**config.mk**
```make
export PLATFORM = sky130hd
export DESIGN_NAME = mod_n_updown_counter
export DESIGN_NICKNAME = d
export VERILOG_FILES = /design/src/rtl/mod_n_updown_counter.sv
export SDC_FILE = /design/constraint.sdc
export NUM_CORES = 1
export LEC_CHECK = 0
export CAP_MARGIN = 20
export CORE_AREA = 5 5 42 44
export DETAILED_ROUTE_END_ITERATION = 6
export DIE_AREA = 0 0 47 49
export DONT_BUFFER_PORTS = 1
export PLACE_DENSITY_LB_ADDON = 0.15
export SLEW_MARGIN = 20
export SYNTH_ARGS = -nofsm -noshare
export SYNTH_HDL_FRONTEND = slang
export SYNTH_SLANG_ARGS = --single-unit
```
**constraint.sdc**
```tcl
create_clock -name clk -period 2.55 [get_ports clk]
set_input_delay 0.51 -clock clk [delete_from_list [all_inputs] [get_ports clk]]
set_output_delay 0.51 -clock clk [all_outputs]
set_load 0.005 [all_outputs]
```
**src/rtl/mod_n_updown_counter.sv**
```systemverilog
// mod_n_updown_counter
// Modulo-MODULUS up/down counter with count enable, synchronous parallel
// load (clamped to the count range), Mealy terminal-count output z and a
// sticky wrap flag ovf. Stages cascade by wiring z of one stage to x of the
// next.
//
// Build option: define COUNTER_SATURATE_EN to make the counter stop at the
// terminal value instead of wrapping. z and ovf keep their meaning; load and
// reset are unaffected. The default build (macro undefined) wraps.
module mod_n_updown_counter #(
  parameter int WIDTH   = 2,
  parameter int MODULUS = 4
) (
  input  logic             clk,
  input  logic             rst_n,
  input  logic             x,
  input  logic             up,
  input  logic             load,
  input  logic [WIDTH-1:0] d,
  input  logic             clr_ovf,
  output logic [WIDTH-1:0] q,
  output logic             z,
  output logic             ovf
);

  // Reject a modulus outside 2..2**WIDTH at elaboration time.
  generate
    if ((WIDTH < 1) || (MODULUS < 2) ||
        (longint'(MODULUS) > (longint'(1) << WIDTH))) begin : g_bad_param
      $error("mod_n_updown_counter: MODULUS=%0d out of range for WIDTH=%0d",
             MODULUS, WIDTH);
    end
  endgenerate

  // Highest legal count, held one bit wider than q so that MODULUS-1 and the
  // increment of it are both representable when MODULUS == 2**WIDTH.
  localparam logic [WIDTH:0] LP_TOP = (WIDTH+1)'(MODULUS - 1);
  localparam logic [WIDTH:0] LP_ONE = (WIDTH+1)'(1);

  // Narrow a WIDTH+1 bit value onto the count range; anything above the top
  // of the range becomes the top, which is also how an oversized load clamps.
  function automatic logic [WIDTH-1:0] clamp_to_range(input logic [WIDTH:0] v);
    logic [WIDTH:0] c;
    c = (v > LP_TOP) ? LP_TOP : v;
    return c[WIDTH-1:0];
  endfunction

  logic [WIDTH-1:0] r_q;
  logic             r_ovf;

  logic [WIDTH:0]   w_q_ext;
  logic [WIDTH:0]   w_d_ext;
  logic [WIDTH:0]   w_inc;
  logic [WIDTH:0]   w_dec;
  logic [WIDTH:0]   w_term;
  logic [WIDTH:0]   w_next;
  logic             w_at_top;
  logic             w_at_zero;
  logic             w_z;

  assign w_q_ext   = {1'b0, r_q};
  assign w_d_ext   = {1'b0, d};
  assign w_inc     = w_q_ext + LP_ONE;
  assign w_dec     = w_q_ext - LP_ONE;
  assign w_at_top  = (w_q_ext == LP_TOP);
  assign w_at_zero = (w_q_ext == '0);

  // Terminal value depends on direction; z is combinational from x, up,
  // load and the registered count, so a cascade sees it in the same cycle.
  always_comb begin
    w_term = up ? LP_TOP : '0;
    w_z    = x & ~load & (w_q_ext == w_term);
  end

  // Next count: load beats counting, direction applies on the same edge.
  always_comb begin
    w_next = w_q_ext;
    if (load) begin
      w_next = w_d_ext;
    end else if (x) begin
      if (up) begin
`ifdef COUNTER_SATURATE_EN
        w_next = w_at_top ? LP_TOP : w_inc;
`else
        w_next = w_at_top ? '0 : w_inc;
`endif
      end else begin
`ifdef COUNTER_SATURATE_EN
        w_next = w_at_zero ? '0 : w_dec;
`else
        w_next = w_at_zero ? LP_TOP : w_dec;
`endif
      end
    end
  end

  // Count register; asynchronous reset returns to zero immediately.
  always_ff @(posedge clk or negedge rst_n) begin
    if (!rst_n) begin
      r_q <= '0;
    end else begin
      r_q <= clamp_to_range(w_next);
    end
  end

  // Sticky wrap flag: a terminal-count event wins over a clear request.
  always_ff @(posedge clk or negedge rst_n) begin
    if (!rst_n) begin
      r_ovf <= 1'b0;
    end else if (w_z) begin
      r_ovf <= 1'b1;
    end else if (clr_ovf) begin
      r_ovf <= 1'b0;
    end
  end

  assign q   = r_q;
  assign z   = w_z;
  assign ovf = r_ovf;

endmodule

```
==> metrics.cfg <==
[worst_hold_path]
hp-class=in -> reg

[worst_setup_path]
startpoint_type=register
path_cells=inv_1 -> ha_1 -> nor3_2
path_buf_inv=1
worstPathMaxFanout=4
max_stage_delay_ns=0.41
crit_family=flip-flops
required_ns=2.04
arrival_ns=1.29
cp-end-kind=output port
critPathSlowestCell=dfrtp_1
critical_path_class=reg -> out

[synthesis]
syn_avg_cell_area_um2=9.865
syn_inst=26
synth_edf_count=0
async_flop_share_pct=100.0
yosys_warnings=0
netlist_area_um2=256.5
ys_types=14
ys_ff_latch=3
synth_nets=38
ys.flop_type=dfrtp_1
yosysSeqAreaShare_pct=29.27

[floorplanning]
die_h_um=49
boundaryPins=12
start_util_pct=18.30
coreArea_um2=1401
row_count=14
dieArea_um2=2303
die_x_um=47

[clocking]
hold_buffers=1
clk_pin_slew_ns=0.03
cts-root-buf=clkbuf_4
post_cts_buffers=0
clkLatencyLatePin_ns=0.23
cts_tree=done
htree_levels=1
cts_buffers=3
ctsResizeCount=0
numClockSinks=3
clockBufferDepth=2

[timing]
post-route-period-util_pct=70.50
min_period_ns=1.798
setup_violations=0
tightest_slew_ns=0.2289
max_slew_margin_pct=84.66
finalMaxSlewViolations=0
rsz0062_at_grt=no
setup_tns_ns=0
fmax_ghz=0.5563
clock_skew_ns=0.0007282
hold_violations=0

[placed_design]
dp_hpwl_um=455.6
place_congestion=0.6886
post-place-cells=42
portBuffers=0

[grt]
grt_max_degree=6
grt_usage_pct=5.348
grt_pass1_vias=195
overflow=0
antenna_found_initial=0
grt_pass1_wl_um=814

[routing]
vias_per_cell=4.043
avgRoutedWirePerCell_um=11.02
drt_first_iter_violations=5
drt_wl_total_um=518
route.detailed.drc=0
firstDrtPassIters=4
dr_total_vias=190
antenna_left=0

[final_layout]
final_cell_count_no_fill=47
final_layout_size_suffix_gt1_share_pct=22.58
fin_nets=44
n_fill_cell=161
final_cell_mix=inv_1 (4), nor2_1 (4), ha_1 (4)
insertedDiodeCount=0
multiInputGateArea_um2=166.4
area_delta_synth_final_pct=21.95
regArea_um2=75.07

[power]
powerDensity_nw_per_um2=576.5
peakVddDrop_mv=0.2173
p_leak_nw=0.1693

[flow_run]
maxCapViolCount=0

[outcome]
outcome=completed

-- worst register-to-register path: cells and delay by family (launching register included) --
family,cells,cell delay (ns)
buffers and inverters,1,0.11
flip-flops,1,0.39
adder cells (fa/ha/maj),1,0.21
AND/OR/NAND/NOR,1,0.13
AO/OA/AOI/OAI,2,0.43
-- cell type report --
| type | count | share of cell area, % |
|---|---|---|
| Inverter | 4 | 4.800 |
| Clock buffer | 4 | 8.400 |
| Sequential cell | 3 | 24.00 |
| Multi-Input combinational cell | 19 | 53.20 |
| Timing Repair Buffer | 1 | 3.200 |
| Tap cell | 16 | 6.400 |
-- power by group --
group	switching [mW]	leakage, nW	internal [mW]
logic	0.0190	0.117	0.0204
clock network	0.0223	0.0150	0.0585
registers	0.00668	0.0374	0.0534
-- sequential cells by signal, indices dropped and copies added, names as in the netlist --
register  count
ovf           1
q             2
-- kinds of logic after synthesis --
family / share of synthesized area, %
fa+ha+maj: 19.51
simple gates: 24.39
flops: 29.27
buf+inv: 5.852
compound gates: 17.56
xor+xnor: 3.415
-- cells in the mapped netlist (2+ instances only) --
library cell	number	share of area (%)
ha_1	4	20
inv_1	4	5.9
dfrtp_1	3	29
nand2b_4	2	11
nor2_1	4	5.9
-- through the flow --
| stage | power, mW | util, % | instance area [um^2] | setup slack (ns) | hold slack (ns) |
|---|---|---|---|---|---|
| global route | 0.1977 | 22.32 | 312.8 | 0.7018 | 0.3728 |
| CTS | 0.1869 | 22.32 | 312.8 | 0.7208 | 0.3720 |
| floorplan | 0.09191 | - | 256.5 | 0.9895 | 0.2144 |
| global placement | 0.09974 | 19.73 | 276.5 | 0.9235 | 0.2145 |
| detailed placement | 0.09972 | 19.73 | 276.5 | 0.9252 | 0.2145 |
| finish | 0.1803 | 22.32 | 312.8 | 0.7524 | 0.3789 |
-- final timing paths --
path	startpoint	end	slack, ns	cells past startpoint
setup / recovery	q[0]$_DFF_PN0_	z	0.75	3
hold / removal	load	q[0]$_DFF_PN0_	0.38	1
setup reg to reg	q[0]$_DFF_PN0_	q[0]$_DFF_PN0_	1.18	5
hold reg to reg	ovf$_DFFE_PN0P_	ovf$_DFFE_PN0P_	0.51	1
max in group asynchronous	rst_n	q[0]$_DFF_PN0_	1.87	1
min in group asynchronous	rst_n	ovf$_DFFE_PN0P_	0.53	1
-- per-layer routing --
layer / GRT usage [%] / up-vias / share of wire (%)
met3: 3.321 / 0 / 8.5
met4: 4.147 / 0 / 0
met5: 0 / - / 0
met2: 7.692 / 8 / 56
met1: 5.263 / 85 / 35
li1: - / 97 / -
Power figures use the tool's default switching activity.
